`config.mk`:
```
export PLATFORM = sky130hd
export DESIGN_NAME = uart_receiver
export DESIGN_NICKNAME = d
export VERILOG_FILES = /design/src/rtl/uart_receiver.sv
export SDC_FILE = /design/constraint.sdc
export NUM_CORES = 1
export LEC_CHECK = 0
export CAP_MARGIN = 20
export CELL_PAD_IN_SITES_DETAIL_PLACEMENT = 0
export CELL_PAD_IN_SITES_GLOBAL_PLACEMENT = 2
export CORE_MARGIN = 5
export CORE_UTILIZATION = 37
export CTS_CLUSTER_DIAMETER = 40
export CTS_CLUSTER_SIZE = 40
export DETAILED_ROUTE_END_ITERATION = 12
export PLACE_DENSITY_LB_ADDON = 0.05
export SLEW_MARGIN = 20
export SYNTH_ARGS = -nofsm -noshare
export SYNTH_HDL_FRONTEND = slang
export SYNTH_SLANG_ARGS = --single-unit
```
`constraint.sdc`:
```
create_clock -name clk -period 2 [get_ports clk]
set_input_delay 0.4 -clock clk [delete_from_list [all_inputs] [get_ports clk]]
set_output_delay 0.4 -clock clk [all_outputs]
set_load 0.02 [all_outputs]
```
`src/rtl/uart_receiver.sv`:
```
`default_nettype none
// +----------------------------------------------------------------------------+
// | uart_receiver: oversampling UART RX (start, DATA_WIDTH LSB-first, opt.    |
// | parity, stop). Define UART_RX_MAJORITY_EN for 3-tap mid-bit voting.       |
// | Revision: 1.0                                                             |
// +----------------------------------------------------------------------------+
module uart_receiver #(
    parameter int unsigned DATA_WIDTH = 8,
    parameter int unsigned PRESCALE   = 8
) (
    input  logic                  clk,
    input  logic                  reset,
    input  logic                  parity_type,
    input  logic                  parity_enable,
    input  logic                  serial_data_in,
    output logic [DATA_WIDTH-1:0] parallel_data,
    output logic                  data_valid,
    output logic                  parity_error,
    output logic                  stop_error,
    output logic                  busy
);

    localparam int unsigned c_CNT_W = $clog2(PRESCALE);
    localparam int unsigned c_IDX_W = (DATA_WIDTH > 1) ? $clog2(DATA_WIDTH) : 1;
    localparam logic [c_CNT_W-1:0] c_CNT_LAST = c_CNT_W'(PRESCALE - 1);
    localparam logic [c_IDX_W-1:0] c_IDX_LAST = c_IDX_W'(DATA_WIDTH - 1);

    typedef enum logic [2:0] {
        S_IDLE   = 3'd0,
        S_START  = 3'd1,
        S_DATA   = 3'd2,
        S_PARITY = 3'd3,
        S_STOP   = 3'd4
    } state_t;

    state_t                  r_state;
    state_t                  w_state_next;
    logic [1:0]              r_sync;
    logic                    w_rx;
    logic [c_CNT_W-1:0]      r_cnt;
    logic [c_IDX_W-1:0]      r_bit_idx;
    logic [DATA_WIDTH-1:0]   r_shift;
    logic [DATA_WIDTH-1:0]   r_data;
    logic                    r_par_type;
    logic                    r_par_en;
    logic                    r_par_err;
    logic                    r_dv;
    logic                    r_pe;
    logic                    r_se;
    logic                    w_s;
    logic                    w_sample;
    logic                    w_cnt_last;
    logic                    w_idx_last;

    always_ff @(posedge clk or negedge reset) begin
        if (!reset) begin
            r_sync <= 2'b11;
        end else begin
            r_sync <= {r_sync[0], serial_data_in};
        end
    end

    assign w_rx = r_sync[1];

`ifdef UART_RX_MAJORITY_EN
    // Votes from the two cycles before the decision point; the third tap is live rx.
    localparam logic [c_CNT_W-1:0] c_CNT_SAMPLE = c_CNT_W'(PRESCALE / 2 + 1);
    logic r_vote_early;
    logic r_vote_mid;

    always_ff @(posedge clk or negedge reset) begin
        if (!reset) begin
            r_vote_early <= 1'b1;
            r_vote_mid   <= 1'b1;
        end else begin
            if (r_cnt == c_CNT_W'(PRESCALE / 2 - 1)) r_vote_early <= w_rx;
            if (r_cnt == c_CNT_W'(PRESCALE / 2))     r_vote_mid   <= w_rx;
        end
    end

    assign w_s = (r_vote_early & r_vote_mid) | (r_vote_early & w_rx) | (r_vote_mid & w_rx);
`else
    localparam logic [c_CNT_W-1:0] c_CNT_SAMPLE = c_CNT_W'(PRESCALE / 2);
    assign w_s = w_rx;
`endif

    assign w_sample   = (r_cnt == c_CNT_SAMPLE);
    assign w_cnt_last = (r_cnt == c_CNT_LAST);
    assign w_idx_last = (r_bit_idx == c_IDX_LAST);

    always_ff @(posedge clk or negedge reset) begin
        if (!reset) begin
            r_state <= S_IDLE;
        end else begin
            r_state <= w_state_next;
        end
    end

    always_comb begin
        w_state_next = r_state;
        case (r_state)
            S_IDLE:   if (!w_rx) w_state_next = S_START;
            S_START: begin
                if (w_sample && w_s)  w_state_next = S_IDLE;
                else if (w_cnt_last)  w_state_next = S_DATA;
            end
            S_DATA:   if (w_cnt_last && w_idx_last) w_state_next = r_par_en ? S_PARITY : S_STOP;
            S_PARITY: if (w_cnt_last) w_state_next = S_STOP;
            // Leave STOP at mid-bit so a back-to-back start edge is not missed.
            S_STOP:   if (w_sample) w_state_next = S_IDLE;
            default:  w_state_next = S_IDLE;
        endcase
    end

    always_ff @(posedge clk or negedge reset) begin
        if (!reset) begin
            r_cnt      <= '0;
            r_bit_idx  <= '0;
            r_shift    <= '0;
            r_data     <= '0;
            r_par_type <= 1'b0;
            r_par_en   <= 1'b0;
            r_par_err  <= 1'b0;
            r_dv       <= 1'b0;
            r_pe       <= 1'b0;
            r_se       <= 1'b0;
        end else begin
            r_dv <= 1'b0;
            r_pe <= 1'b0;
            r_se <= 1'b0;

            if (r_state == S_IDLE) begin
                r_cnt <= '0;
            end else begin
                r_cnt <= w_cnt_last ? '0 : r_cnt + 1'b1;
            end

            case (r_state)
                S_IDLE: begin
                    if (!w_rx) begin
                        r_par_type <= parity_type;
                        r_par_en   <= parity_enable;
                        r_par_err  <= 1'b0;
                    end
                end
                S_START: begin
                    r_bit_idx <= '0;
                end
                S_DATA: begin
                    if (w_sample) r_shift[r_bit_idx] <= w_s;
                    if (w_cnt_last && !w_idx_last) r_bit_idx <= r_bit_idx + 1'b1;
                end
                S_PARITY: begin
                    if (w_sample) r_par_err <= w_s ^ (^r_shift) ^ r_par_type;
                end
                S_STOP: begin
                    if (w_sample) begin
                        r_data <= r_shift;
                        r_dv   <= ~r_par_err & w_s;
                        r_pe   <= r_par_err;
                        r_se   <= ~w_s;
                    end
                end
                default: ;
            endcase
        end
    end

    assign parallel_data = r_data;
    assign data_valid    = r_dv;
    assign parity_error  = r_pe;
    assign stop_error    = r_se;
    assign busy          = (r_state != S_IDLE);

endmodule
`default_nettype wire
```
; After elaboration in Yosys (flattened, before gate mapping)
; Cells that the tools add are included.
; Widths: inputs -> output; s select.
[word_totals]
reg_bits = 33
inputBits = 5
output_inout_bits = 12
elab_cells = 75
[op_classes]
n_addsub = 2
n_lt_le_gt_ge = 2
eq_ne = 14
muxes = 24
bitwise_logic = 5
n_reduce_logical = 16
[ops]
columns = operator, count
row1 = $mux 3, 10
row2 = $pmux 3 s5, 1
row3 = $eq 3x3->1 const B, 4
row4 = $ne 2x2->1 const B, 6
row5 = $mux 1, 9
row6 = $bwmux 8, 1
row7 = $reduce_and 2->1, 4
row8 = $reduce_xor 8->1, 1
row9 = $add 3x1->3 const B, 2
row10 = $eq 3x2->1 const B, 2
row11 = $pmux 3 s2, 1
row12 = $reduce_and 5->1, 1
row13 = $logic_and 1x1->1, 4
row14 = $lt 3x4->1 const B, 1
row15 = $reduce_bool 2->1, 2
row16 = $demux 1 s3, 1
row17 = $eq 3x1->1 const B, 1
row18 = $ge 3x1->1 const B, 1
row19 = $logic_not 3->1, 1
row20 = $ne 3x3->1 const B, 1
row21 = $reduce_and 3->1, 1
row22 = $reduce_bool 3->1, 1
row23 = $not 1->1, 2
row24 = $pmux 1 s2, 1
row25 = other kinds (3), 4

; Logic depth before layout (Yosys ltp)
; Gate-level depths: netlist of run 1.
[depth]
depth_word = 5
ltp_mapped = 6
mapped_depth_nobuf = 6

; Worst setup path after synthesis of run 1
; Ideal clock, no wire load.
[synth_path]
kind = register to register
from = register r_bit_idx[1]
to = register r_bit_idx[0]
setup_ns = 0.125
arrival_ns = 1.586
required_ns = 1.875
setup_slack_ns = 0.289
stages_incl_launch_ff = 6
n_path_buf = 0
period_less_slack_ns = 1.711
path_cell_list = dfrtp_1 ha_1 ha_1 nand4bb_1 a21oi_1 mux2_2
[synth_between]
elab_chain_cells = 5
[synth_lines]
columns = element, line
row1 = start: declaration, 41  ; logic [c_IDX_W-1:0] r_bit_idx;
row2 = start signal: assignment, 151  ; if (w_cnt_last && !w_idx_last) r_bit_idx <= r_bit_idx + 1'b1;
row3 = $eq 3x3->1, 89  ; assign w_idx_last = (r_bit_idx == c_IDX_LAST);
row4 = $logic_not 1->1, 151
row5 = $logic_and 1x1->1, 151
row6 = $ne 2x2->1 (no source line), --
row7 = $reduce_and 2->1 (no source line), --
; Every way passes these cells.
; A chain may end at the register's enable or synchronous reset.

; Worst setup path in the final report of run 1
[layout_path]
from = register r_state[2]
to = output busy
[layout_between]
elab_chain_cells = 1
[layout_lines]
columns = element, line
row1 = start: declaration, 36  ; state_t r_state;
row2 = start signal: assignment, 95  ; r_state <= w_state_next;
row3 = $reduce_bool 3->1, 173  ; assign busy = (r_state != S_IDLE);
row4 = end: declaration, 20  ; output logic busy
; Every way passes these cells.

==> results.ini, run 1 <==
[critical_path]
critical_path_peak_fanout = 4
worst-endpoint-required_ps = 1600
crit_path_end_kind = output pin
startpoint = r_state[2]
reg2reg_from = r_bit_idx[1]
crit_type = register to output pin
crit_path_start_kind = register
crit_arrival_ps = 1420

[cts]
cts_max_path_buffers = 2
cts_sinks = 33
cts-htree-levels = 2
clock-root-buffer = clkbuf_8
clkLatencyLatePin_ps = 280
tritoncts = done
cts_buffers = 5
post_cts_hold_buffer_count = 0
reg_clk_slew_reported_paths_ps = 70
postCtsSetupBuffers = 0

[power]
cell_area_power_density_nw_per_um2 = 1090
power_uw = 2110
max-vdd-ir-drop_uv = 499
static-leakage-power_uw = 0.000907

[sta]
fin_tns_setup_ps = 0
post-route-min-period_ps = 1820
slew_viol_final = 0
finalCritPeriodShare_pct = 91.2
timing_worst_slew_pin_value_ps = 421
max_freq_mhz = 548
final_hold_viol_count = 0
clock_skew_ps = 8.19
timing.slew.headroom_pct = 71.9
rsz0062_at_grt = false
setup_viol_count_final = 0

[layout]
num-fill-cells = 376
area_growth_syn_to_layout_pct = 22.4
final_nets = 168
antenna_cells_inserted = 0
drive_gt1_share_pct = 18.9
commonest_non_fill_non_tap_cell_in_the_layout = dfrtp_1
top_library_cells_by_usage_in_the_layout_fill_and_taps_aside = dfrtp_1 (31), clkdlybuf4s50_1 (15), mux2_1 (13)

[yosys]
ys_dominant_reg_cell = dfrtp_1
count_of_distinct_cell_types_in_the_synthesized_netlist = 36
post_synth_and_or_nand_nor_area_fraction_pct = 14.3
post_synth_xor_area_fraction_pct = 5.31
synth-compound-area-share_pct = 5.63
synth_edf_count = 0
synth_seq_cells = 33
dominant_combinational_cell_family_by_area_after_synthesis = simple AND/OR/NAND/NOR gates
synthesis.instances = 132
synth.cell_area_um2 = 1580
ys_async_sr_fraction_pct = 100
muxShareOfSynthArea_pct = 14.2
synth_nets = 142
synth_sequential_area_ratio_pct = 52.5
warnings_from_yosys = 0
syn-mean-instance-area_um2 = 12.0
synth_fa_ha_area_share_pct = 3.96

[drt]
initialDrtViolationCount = 34
avgViaCountPerCell = 4.97
drt.antenna.violating_nets = 0
route.detailed.wl_per_inst_um = 14.9
postRouteWirelength_mm = 3.11
detail_route.first_pass.iterations = 4
remaining_drc_errors = 0
via_count = 1038

[global_route]
grt_max_degree = 34
grt_first_pass_wirelength_mm = 5.24
initial_antenna_violation_count = 0
globalRouteTotalUtil_pct = 12.5
first_global_vias = 1088
grt_remaining_overflow = 0

[hold_path]
hold_crit_start = r_sync[0]
min_delay_path_class = register to register

[floorplan]
die_outline_area_um2 = 5670
die_w_um = 75.3
floorplan.initialDensity_pct = 38.9
fp.dieH_um = 75.3
floorplan.core_area_um2 = 4060
floorplan.rows = 23
boundaryPins = 17

[place]
hpwl_mm = 2.28
place.port_buffers = 16
gp_congestion = 0.802

[job]
total_of_max_cap_violations = 0

[run_status]
status = complete, no violations

-- final cells by class --
| class | count | area [um2] | area share [%] |
|---|---|---|---|
| clock buffers | 7 | 96.3 | 4.98 |
| clock inverters | 1 | 5.00 | 0.259 |
| repair buffers | 25 | 226 | 11.7 |
| inverters | 7 | 26.3 | 1.36 |
| multi-input cells | 86 | 688 | 35.6 |
| well taps | 50 | 62.6 | 3.24 |
| flip-flops and latches | 33 | 828 | 42.8 |
-- routing by layer --
metal | vias to the layer above | share of wire, % | wire length (um) | GRT usage, %
met5 | - | 0 | 0 | 0
met4 | 0 | 1.1 | 33 | 4.08
met3 | 4 | 2.9 | 91 | 4.22
met2 | 25 | 45 | 1400 | 18.0
met1 | 495 | 51 | 1590 | 17.7
li1 | 514 | - | - | -
-- cells by family (layout without fill, tap and decap cells) --
family | Yosys count | in the layout
XOR/XNOR | 8 | 8
AO/OA/AOI/OAI | 15 | 15
multiplexers | 20 | 20
buffers and inverters | 13 | 40
AND/OR/NAND/NOR | 38 | 38
adder cells (fa/ha/maj) | 5 | 5
flip-flops | 33 | 33
-- where the power goes --
part / switching [uW] / total [uW] / leakage (uW) / internal [uW]
Sequential: 87.2 / 858 / 0.000443 / 770
Combinational: 367 / 709 / 0.000409 / 342
Clock: 235 / 546 / 0.0000542 / 311
-- worst paths after layout --
check                        endpoint  slack, ps  depth (start not counted)
setup / recovery                 busy        180                          2
hold / removal              r_sync[1]        360                          0
setup reg to reg           r_state[0]        220                          6
hold reg to reg             r_sync[1]        360                          0
max in group asynchronous   r_sync[1]       1160                          2
min in group asynchronous  r_par_type        520                          2
-- through the flow --
step	area (um2)	worst slack, ps	util (%)	instances	hold WS (ps)
floorplan	1580	289	-	132	104
global placement	1830	214	45.1	201	348
detailed placement	1830	154	45.1	201	348
CTS	1930	147	47.5	209	358
global route	1930	86.9	47.6	209	366
finish	1930	175	47.6	209	357
-- cells in the mapped netlist, types with 2 or more instances --
cell      count  area (um2)
nor3b_1       3        22.5
nand4_1       2        12.5
ha_1          5        62.6
or3_1         2        12.5
buf_2         2        10.0
and2_1        3        18.8
o21ai_0       6        30.0
nor2_1        6        22.5
xnor2_1       6        52.6
dfrtp_1      31         776
a21oi_1       3        15.0
mux2_1       13         146
a31oi_1       2        12.5
buf_6         2        22.5
nand2_1       4        15.0
inv_1         7        26.3
nor3_1        3        15.0
clkbuf_1      2        7.51
mux2_2        6        67.6
nand3_1       7        35.0
dfstp_2       2        52.6
-- state kept, by name, summed over array words and instances (netlist names) --
name           count
r_bit_idx          3
stop_error         1
r_sync             2
r_cnt              3
r_state            3
r_par_type         1
data_valid         1
r_par_err          1
parallel_data      8
r_par_en           1
r_shift            8
parity_error       1
-- timing repair --
action	4_1_cts	5_1_grt
hold endpoints to repair	0	0
endpoints found under the setup margin	1	1
gates resized for setup	1	1
-- worst max-delay path: stages, from the launching register on --
cell and delay [ps]:
dfrtp_1 440, or3_1 360, dlygate4sd2_1 340
(Power assumes the default switching activity.)
==> run 2: changes to the inputs <==
Settings changed: CAP_MARGIN 20 to default, TNS_END_PERCENT from default to 1.
==> results of run 2 <==
No change in the layout: final DEF, timing and power equal those of run 1.
